## config.mk

```make
export PLATFORM = sky130hd
export DESIGN_NAME = program_loader_flat
export DESIGN_NICKNAME = d
export VERILOG_FILES = /design/src/rtl/program_loader_pkg.sv /design/src/rtl/program_loader_if.sv /design/src/rtl/program_loader_byte_packer.sv /design/src/rtl/program_loader.sv /design/src/flat_wrapper.sv
export SDC_FILE = /design/constraint.sdc
export NUM_CORES = 1
export LEC_CHECK = 0
export CAP_MARGIN = 30
export CORE_MARGIN = 4
export CORE_UTILIZATION = 35
export CTS_BUF_LIST = sky130_fd_sc_hd__clkbuf_4
export DETAILED_ROUTE_END_ITERATION = 6
export PLACE_DENSITY = 0.52
export SETUP_SLACK_MARGIN = 0.15
export SYNTH_ARGS = -nofsm -noshare
export SYNTH_HDL_FRONTEND = slang
export SYNTH_SLANG_ARGS = --single-unit
```

## constraint.sdc

```tcl
create_clock -name clk1 -period 1.9 [get_ports clk1]
set_input_delay 0.285 -clock clk1 [delete_from_list [all_inputs] [get_ports clk1]]
set_output_delay 0.285 -clock clk1 [all_outputs]
set_load 0.03 [all_outputs]
```

## src/rtl/program_loader_pkg.sv

```systemverilog
// Shared loader definitions: FSM state encodings, frame start marker and word geometry.
// Imported by the loader top level and by its byte packer.
package program_loader_pkg;

    localparam logic [7:0] HDR_BYTE_DEF   = 8'hA5;
    localparam int         BYTES_PER_WORD = 4;

    typedef enum logic [2:0] {
        S_IDLE,
        S_LEN,
        S_ADDR,
        S_DATA,
        S_WRITE,
        S_CSUM,
        S_DONE,
        S_ERR
    } state_t;

endpackage

```

## src/rtl/program_loader_if.sv

```systemverilog
// Byte-stream input plus memory write port of the program loader.
// master = stream source / memory side, slave = loader.
interface program_loader_if #(
    parameter int ADDR_W = 8,
    parameter int DATA_W = 32
);
    logic              in_valid;
    logic [7:0]        in_data;
    logic              in_ready;
    logic              mem_we;
    logic [ADDR_W-1:0] mem_addr;
    logic [DATA_W-1:0] mem_wdata;

    modport master (
        output in_valid, in_data,
        input  in_ready, mem_we, mem_addr, mem_wdata
    );

    modport slave (
        input  in_valid, in_data,
        output in_ready, mem_we, mem_addr, mem_wdata
    );
endinterface

```

## src/rtl/program_loader_byte_packer.sv

```systemverilog
// Packs accepted bytes MSB-first into a word; word_vld/word_dat are combinational on the 4th byte.
// No backpressure of its own: it only advances on bytes the parent has already accepted.
module program_loader_byte_packer
    import program_loader_pkg::*;
#(
    parameter int DATA_W = 32
) (
    input  logic              clk1,
    input  logic              reset,
    input  logic              byte_vld,
    input  logic [7:0]        byte_dat,
    output logic              word_vld,
    output logic [DATA_W-1:0] word_dat
);

    logic [1:0]        cnt;
    logic [DATA_W-9:0] shift;

    always_ff @(posedge clk1 or negedge reset) begin
        if (!reset) begin
            cnt   <= '0;
            shift <= '0;
        end else if (byte_vld) begin
            cnt   <= cnt + 2'd1;
            shift <= {shift[DATA_W-17:0], byte_dat};
        end
    end

    // The completed word includes the byte arriving this cycle, so the parent can latch it at once.
    assign word_vld = byte_vld && (cnt == 2'(BYTES_PER_WORD - 1));
    assign word_dat = {shift, byte_dat};

endmodule

```

## src/rtl/program_loader.sv

```systemverilog
// Boot loader: framed byte stream -> 32-bit memory writes; mem_we one cycle after the 4th byte.
// in_ready drops only during the WRITE cycle; optional checksum byte enabled by LOADER_CHECKSUM_EN.
module program_loader
    import program_loader_pkg::*;
#(
    parameter int         ADDR_W   = 8,
    parameter int         DATA_W   = 32,
    parameter logic [7:0] HDR_BYTE = HDR_BYTE_DEF
) (
    input  logic             clk1,
    input  logic             reset,
    program_loader_if.slave  bus,
    output logic             cpu_reset,
    output logic             load_done,
    output logic             load_err
);

    localparam int CNT_W = ADDR_W + 1;

    state_t            state, state_nxt;
    logic              in_ready_q;
    logic              mem_we_q;
    logic [ADDR_W-1:0] addr_q;
    logic [DATA_W-1:0] wdata_q;
    logic [CNT_W-1:0]  words_left;
    logic              cpu_reset_q;
    logic              done_q;
    logic              hs;
    logic              is_hdr;
    logic              last_word;
    logic              word_vld;
    logic [DATA_W-1:0] word_dat;

    assign hs        = bus.in_valid && in_ready_q;
    assign is_hdr    = (bus.in_data == HDR_BYTE);
    assign last_word = (words_left == CNT_W'(1));

    program_loader_byte_packer #(.DATA_W(DATA_W)) u_packer (
        .clk1     (clk1),
        .reset    (reset),
        .byte_vld (hs && (state == S_DATA)),
        .byte_dat (bus.in_data),
        .word_vld (word_vld),
        .word_dat (word_dat)
    );

`ifdef LOADER_CHECKSUM_EN
    logic [7:0] csum;
    logic       err_q;

    always_ff @(posedge clk1 or negedge reset) begin
        if (!reset) begin
            csum  <= '0;
            err_q <= 1'b0;
        end else begin
            err_q <= (state_nxt == S_ERR);
            if (state_nxt == S_LEN)
                csum <= '0;
            else if (hs && (state == S_DATA))
                csum <= csum ^ bus.in_data;
        end
    end

    assign load_err = err_q;
`else
    assign load_err = 1'b0;
`endif

    always_comb begin
        state_nxt = state;
        case (state)
            S_IDLE:  if (hs && is_hdr) state_nxt = S_LEN;
            S_LEN:   if (hs) state_nxt = S_ADDR;
            S_ADDR:  if (hs) state_nxt = S_DATA;
            S_DATA:  if (word_vld) state_nxt = S_WRITE;
            S_WRITE: begin
                if (!last_word)
                    state_nxt = S_DATA;
                else
`ifdef LOADER_CHECKSUM_EN
                    state_nxt = S_CSUM;
`else
                    state_nxt = S_DONE;
`endif
            end
`ifdef LOADER_CHECKSUM_EN
            S_CSUM:  if (hs) state_nxt = (bus.in_data == csum) ? S_DONE : S_ERR;
`endif
            S_DONE, S_ERR: if (hs && is_hdr) state_nxt = S_LEN;
            default: state_nxt = S_IDLE;
        endcase
    end

    // Output flags are registered from the next state so they line up with the state they describe.
    always_ff @(posedge clk1 or negedge reset) begin
        if (!reset) begin
            state       <= S_IDLE;
            in_ready_q  <= 1'b0;
            mem_we_q    <= 1'b0;
            addr_q      <= '0;
            wdata_q     <= '0;
            words_left  <= '0;
            cpu_reset_q <= 1'b1;
            done_q      <= 1'b0;
        end else begin
            state       <= state_nxt;
            in_ready_q  <= (state_nxt != S_WRITE);
            mem_we_q    <= (state_nxt == S_WRITE);
            cpu_reset_q <= (state_nxt != S_DONE);
            done_q      <= (state_nxt == S_DONE);
            if (hs && (state == S_LEN))
                words_left <= (bus.in_data == 8'd0) ? {1'b1, {ADDR_W{1'b0}}} : CNT_W'(bus.in_data);
            if (hs && (state == S_ADDR))
                addr_q <= ADDR_W'(bus.in_data);
            if (state == S_WRITE) begin
                words_left <= words_left - CNT_W'(1);
                addr_q     <= addr_q + ADDR_W'(1);
            end
            if (word_vld)
                wdata_q <= word_dat;
        end
    end

    assign bus.in_ready  = in_ready_q;
    assign bus.mem_we    = mem_we_q;
    assign bus.mem_addr  = addr_q;
    assign bus.mem_wdata = wdata_q;
    assign cpu_reset     = cpu_reset_q;
    assign load_done     = done_q;

endmodule

```

## src/flat_wrapper.sv

```systemverilog
// flat-port wrapper written by rule: the top's interface ports become plain ports
module program_loader_flat import program_loader_pkg::*;
#(
    parameter int         ADDR_W   = 8,
    parameter int         DATA_W   = 32,
    parameter logic [7:0] HDR_BYTE = HDR_BYTE_DEF
)
  (clk1, reset, cpu_reset, load_done, load_err, bus_in_valid, bus_in_data, bus_in_ready, bus_mem_we, bus_mem_addr, bus_mem_wdata);
  program_loader_if #(.ADDR_W(ADDR_W), .DATA_W(DATA_W)) bus_i ();
  input  logic clk1;
  input  logic reset;
  output logic cpu_reset;
  output logic load_done;
  output logic load_err;
  input wire logic [$bits(bus_i.in_valid)-1:0] bus_in_valid;
  input wire logic [$bits(bus_i.in_data)-1:0] bus_in_data;
  output wire logic [$bits(bus_i.in_ready)-1:0] bus_in_ready;
  output wire logic [$bits(bus_i.mem_we)-1:0] bus_mem_we;
  output wire logic [$bits(bus_i.mem_addr)-1:0] bus_mem_addr;
  output wire logic [$bits(bus_i.mem_wdata)-1:0] bus_mem_wdata;
  assign bus_i.in_valid = bus_in_valid;
  assign bus_i.in_data = bus_in_data;
  assign bus_in_ready = bus_i.in_ready;
  assign bus_mem_we = bus_i.mem_we;
  assign bus_mem_addr = bus_i.mem_addr;
  assign bus_mem_wdata = bus_i.mem_wdata;
  program_loader #(.ADDR_W(ADDR_W), .DATA_W(DATA_W), .HDR_BYTE(HDR_BYTE)) u_core (.clk1(clk1), .reset(reset), .bus(bus_i), .cpu_reset(cpu_reset), .load_done(load_done), .load_err(load_err));
endmodule
```

==> results.cfg, run 1 <==
[place]
io_buffers = 54
place_congestion = 0.8434
detailed_place_hpwl_mm = 5.821
pre_cts_ws_ns = -0.07421

[route]
wl_met3_um = 416
ant_nets = 0
drc = 0
wl_mm = 8.299
vias_per_cell = 4.977
wl_met2_mm = 3.828
dr.pass1.iters = 4
topRoutingLayerUsed = met4
drt-initial-drc-count = 105
wl_met1_mm = 3.952
vias = 2578
route.detailed.wl_per_inst_um = 16.02

[timing]
whs_ns = 0.2371
drv_slew = 0
worst_pin_slew_ns = 0.4881
timing.final.crit_share_pct = 87.41
finalSetupViolCount = 0
rsz0062_at_grt = true
slew-limit-headroom_pct = 67.00
skew_ns = 0.03106
finalSetupTns_ns = 0
finalHoldViolCount = 0
period_needed_ns = 1.661
setup_slack_ns = 0.2392
fmax_mhz = 602.1

[global_route]
antenna_found_initial = 1
grt-ovfl-total = 0
grt_util_all_layers_pct = 15.02
grt_pass1_wl_mm = 13.80
grt_pass1_vias = 2600
grt_start_max_net_pins = 50

[layout]
area_growth_pct = 28.25
fillCellCount = 983
multi_input_comb_area_sq_um = 1451
drive_gt1_share_pct = 30.21
area.sequential_sq_um = 2054
nNetsFinal = 394

[clocking]
cts_buffers = 9
ctsRootBufferMaster = clkbuf_4
cts.sinks = 82
cts_tree = built
insertion_delay_ns = 0.44
cts_max_level = 3
clk_transition_reported_paths_ns = 0.17
clock_path_buffers = 2

[critical_path]
max_stage_delay_ns = 0.47
start_kind = flip-flop
crit_type = reg2reg
worst-path-buf-inv = 1
crit_arrival_ns = 2.02
crit_fanout = 10
critPathCaptureType = flip-flop
cpLargestDelayFamily = simple AND/OR/NAND/NOR gates
cp.required_ns = 2.26
crit_chain = or3b_4 > buf_4 > nor3_2 > a22o_1 > a21o_1
timing.critical_path.slowest_stage_cell = dfrtp_2

[yosys]
yosysUniqueCellTypes = 54
synth_edf_count = 0
synth_nets = 311
ys_ff_latch = 82
syn_area_per_cell_sq_um = 12.22
synth_seq_area_share_pct = 56.74
synth_ff_type = dfrtp_1
yosysWarnings = 0
syn_area_sq_um = 3618
synth-async-reset-ratio_pct = 100.0
synthCells = 296

[floorplan]
row_count = 36
ios = 56
die_area_sq_um = 12030
initial_core_util_pct = 36.52
die_w_um = 109.7
die_height_um = 109.7
core_sq_um = 9910

[run_status]
status = complete, no violations

[power_and_ir_drop]
p_per_area_nw_per_um2 = 1688
p_leak_nw = 2.127
peakVddDrop_uv = 879.3

[flow_run]
maxCapViolations = 0

[hold_path]
holdCritPathClass = in2async
==> state kept, by name (all words and copies together) (netlist names) <==
register	flops
u_core.cpu_reset	1
u_core.words_left	9
u_core.state	3
u_core.bus.mem_we	1
u_core.u_packer.cnt	2
u_core.u_packer.shift	24
u_core.load_done	1
u_core.bus.in_ready	1
u_core.bus.mem_addr	8
u_core.bus.mem_wdata	32
==> placed cells by master (no fill, tap or decap), types with 2 or more instances in the layout <==
cell type,n
ha_1,4
a21oi_1,8
bufinv_16,2
buf_12,3
nand4_1,2
o221a_2,2
clkdlybuf4s50_1,9
a211oi_1,2
o211ai_1,3
mux2i_1,3
nor3_1,2
inv_6,3
inv_1,4
o22ai_1,3
a221o_1,3
clkbuf_4,9
nor3_2,4
o21a_1,2
nor4_1,2
mux2_2,49
dlygate4sd2_1,43
o21ai_0,11
dfrtp_1,80
nand2_1,38
a21boi_0,2
nand3_1,10
buf_4,30
nor2_1,14
or3_1,4
==> through the flow <==
step | util [%] | area (sq um) | total power, mW | std cells
final | 46.83 | 4641 | 7.831 | 518
after global routing | 46.83 | 4641 | 8.395 | 518
after CTS | 46.63 | 4621 | 7.909 | 515
after detailed placement | 45.29 | 4488 | 6.944 | 498
after global placement | 45.29 | 4488 | 6.908 | 498
after floorplan | - | 3618 | 5.490 | 296
==> logic make-up after synthesis <==
family | synth area share [%]
buffers and inverters | 3.216
adders and majority gates | 1.383
muxes | 16.08
xor gates and xnor gates | 0.2421
and+or+nand+nor | 13.04
AOI/OAI and AO/OA | 9.198
DFF | 56.74
other | 0.1036
==> cell usage after synthesis, types with 2 or more instances <==
cell / n / area [sq um]
nand3_1: 10 / 50.05
mux2i_1: 3 / 30.03
nor3_2: 4 / 40.04
ha_1: 4 / 50.05
a21boi_0: 2 / 15.01
nand2_1: 38 / 142.6
clkbuf_1: 2 / 7.510
a21oi_1: 8 / 40.04
a211oi_1: 2 / 15.01
o21ai_0: 11 / 55.05
nor4_1: 2 / 12.51
o22ai_1: 3 / 18.77
nand4_1: 2 / 12.51
buf_4: 5 / 37.54
nor2_1: 14 / 52.55
o221a_2: 2 / 22.52
inv_1: 4 / 15.01
dfrtp_1: 81 / 2027
o211ai_1: 3 / 22.52
nor3_1: 2 / 10.01
o21a_1: 2 / 15.01
buf_2: 6 / 30.03
or3_1: 4 / 25.02
mux2_2: 49 / 551.8
buf_6: 2 / 22.52
a221o_1: 3 / 30.03
==> power breakdown <==
| group | switching [mW] | total (mW) | internal (mW) |
|---|---|---|---|
| combinational | 1.90 | 3.45 | 1.55 |
| sequential | 0.605 | 3.16 | 2.56 |
| clock | 0.665 | 1.22 | 0.556 |
==> layer usage <==
metal	global-route usage, %	up-vias
li1	-	1232
met1	21.38	1272
met2	22.36	65
met3	3.934	9
met4	4.809	0
met5	0	-
==> cell type report <==
cell class	instances	area share [%]
well taps	133	3.586
repair buffers	87	16.69
inverters	5	0.4044
flip-flops and latches	82	44.27
clock inverters	7	2.265
diodes	1	0.05392
multi-input cells	194	31.28
clock buffers	9	1.456
==> path summary, 6_finish.rpt <==
check	start	to	slack, ns	cells after the start
worst max register to register	u_core.state[2]$_DFF_PN0_	u_core.words_left[7]$_DFFE_PN0P_	0.24	5
worst min-delay path	reset	u_core.bus.mem_addr[6]$_DFFE_PN0P_	0.24	2
min in group clk1	u_core.u_packer.cnt[0]$_DFFE_PN0P_	u_core.u_packer.cnt[0]$_DFFE_PN0P_	0.49	1
worst max-delay path	u_core.state[2]$_DFF_PN0_	u_core.words_left[7]$_DFFE_PN0P_	0.24	5
worst min register to register	u_core.u_packer.cnt[0]$_DFFE_PN0P_	u_core.u_packer.cnt[0]$_DFFE_PN0P_	0.49	1
max in group asynchronous	reset	u_core.cpu_reset$_DFF_PN1_	1.02	3
==> repair_timing <==
action	4_1_cts	5_1_grt
resized for setup	45	1
hold buffers	1	0
endpoints found under the hold margin	19	0
setup buffers	0	2
endpoints found under the setup margin	50	3
Power figures use the tool's default switching activity.
==> inputs of run 2 (changes only) <==
CORE_UTILIZATION = 30   (was 35)
GPL_ROUTABILITY_DRIVEN = 1   (was default)
GPL_TIMING_DRIVEN = 0   (was default)
PLACE_DENSITY = 0.46   (was 0.52)
==> run 2 against run 1 <==
Net effect:
- clock-buffer cell count unchanged
- critical path depth did not move
- maximum frequency down 3.8%
- worst setup slack got worse by 0.065 ns
- highest routed layer unchanged
==> results.cfg, run 2 (synthesis results as in run 1) <==
[power_and_ir_drop]
peakVddDrop_uv = 533.6
internal_power_mw = 4.436
p_leak_nw = 2.119
p_clk_share_pct = 12.6
seqPwrFrac_pct = 40.8
swShare_pct = 42.26
p_per_area_nw_per_um2 = 1663
p_total_mw = 7.683
power.switching_mw = 3.247
pwr-share-comb_pct = 46.6

[global_route]
grt_util_all_layers_pct = 12.72
grt-ovfl-total = 0
grt_pass1_wl_mm = 14.28
grt_pass1_vias = 2550
antenna_found_initial = 1
grt_start_max_net_pins = 54

[layout]
fin_util_pct = 39.78
final_cell_mix = 80 x dfrtp_1, 49 x mux2_2, 43 x dlygate4sd2_1, 38 x nand2_1
fin_area_sq_um = 4619
drive_gt1_share_pct = 29.10
fillCellCount = 1160
area_growth_pct = 27.66
largest_register_ffs = 32
mostFrequentLayoutCell = dfrtp_1
nNetsFinal = 388

[timing]
rsz0062_at_grt = true
fmax_mhz = 579.3
finalSetupViolCount = 0
worst_pin_slew_ns = 0.5985
timing.final.crit_share_pct = 90.85
finalHoldViolCount = 0
whs_ns = 0.2615
drv_slew = 0
slew-limit-headroom_pct = 60.10
finalSetupTns_ns = 0
skew_ns = 0.01539
period_needed_ns = 1.726

[place]
place_area_sq_um = 4363
detailed_place_hpwl_mm = 5.950
io_buffers = 54
place_congestion = 0.7885

[clocking]
cts_tree = built
insertion_delay_ns = 0.42
clock_path_buffers = 2
clk_transition_reported_paths_ns = 0.14
cts.sinks = 82
cts_buffers = 9
cts_max_level = 3
ctsRootBufferMaster = clkbuf_4

[route]
vias = 2564
wl_mm = 8.579
vias_per_cell = 4.912
ant_nets = 0
drt-initial-drc-count = 136
route.detailed.wl_per_inst_um = 16.43
drc = 0
dr.pass1.iters = 4

[floorplan]
die_area_sq_um = 13880
row_count = 39
die_w_um = 117.8
ios = 56
initial_core_util_pct = 31.16
die_height_um = 117.8
core_sq_um = 11610

[critical_path]
start_kind = input port
cp.required_ns = 2.22
crit_arrival_ns = 2.05
r2r_slack_ns = 0.19
critPathCaptureType = flip-flop
crit_fanout = 5
crit_type = in2reg

[hold_path]
holdCritPathClass = in2reg

[flow_run]
maxCapViolations = 0

[run_status]
status = complete, no violations
-- run 2: what timing repair did --
item	in CTS	in global routing
resized for setup	50	17
pin swaps	1	1
setup endpoints to repair	72	53
setup buffers	0	10
endpoints found under the hold margin	29	0
hold buffers	1	0
-- run 2: worst paths after layout --
kind                                                           from                              endpoint  depth (start not counted)
worst min-delay path                                 bus_in_data[1]   u_core.bus.mem_wdata[1]$_DFFE_PN0P_                          3
worst max-delay path                                 bus_in_data[3]             u_core.state[2]$_DFF_PN0_                          5
worst min register to register  u_core.bus.mem_wdata[0]$_DFFE_PN0P_   u_core.bus.mem_wdata[0]$_DFFE_PN0P_                          2
worst max register to register   u_core.u_packer.cnt[0]$_DFFE_PN0P_  u_core.bus.mem_wdata[25]$_DFFE_PN0P_                          6
min in group asynchronous                                     reset   u_core.bus.mem_wdata[2]$_DFFE_PN0P_                          2
max in group asynchronous                                     reset            u_core.cpu_reset$_DFF_PN1_                          3
-- run 2: cell type report --
type | instances | area [sq um] | share of cell area, %
Tap cell | 143 | 178.9 | 3.873
Antenna cell | 1 | 2.502 | 0.05417
Buffer | 15 | 125.1 | 2.709
Clock buffer | 9 | 67.56 | 1.463
Sequential cell | 82 | 2054 | 44.47
Timing Repair Buffer | 66 | 604.3 | 13.08
Clock inverter | 7 | 60.06 | 1.300
Multi-Input combinational cell | 194 | 1508 | 32.64
Inverter | 5 | 18.77 | 0.4063
-- run 2: metal layers --
metal	track usage, %	vias up	routed length (um)
li1	-	1218	-
met1	17.99	1286	4240
met4	2.857	0	78
met2	19.83	54	3923
met3	3.027	6	336
met5	0	-	0
-- run 2: critical path: stages --
cell,delay [ns]
clkdlybuf4s50_1,0.59
nor4_4,0.40
nand4_1,0.20
and2_1,0.22
a221o_1,0.34
-- run 2: power by group through the flow --
stage	Combinational, mW	Sequential, mW	Clock [mW]
3_5_place_dp	3.71	3.19	0
5_1_grt	3.89	3.26	1.10
2_1_floorplan	1.65	3.84	0
4_1_cts	3.48	3.15	1.03
3_3_place_gp	3.67	3.19	0
6_report	3.58	3.14	0.966
-- run 2: stage by stage --
stage	setup WS [ns]	instances
3_5_place_dp	-0.3893	494
3_3_place_gp	-2.658	493
5_1_grt	0.07654	522
2_1_floorplan	0.1783	296
4_1_cts	0.1519	511
6_report	0.1738	522
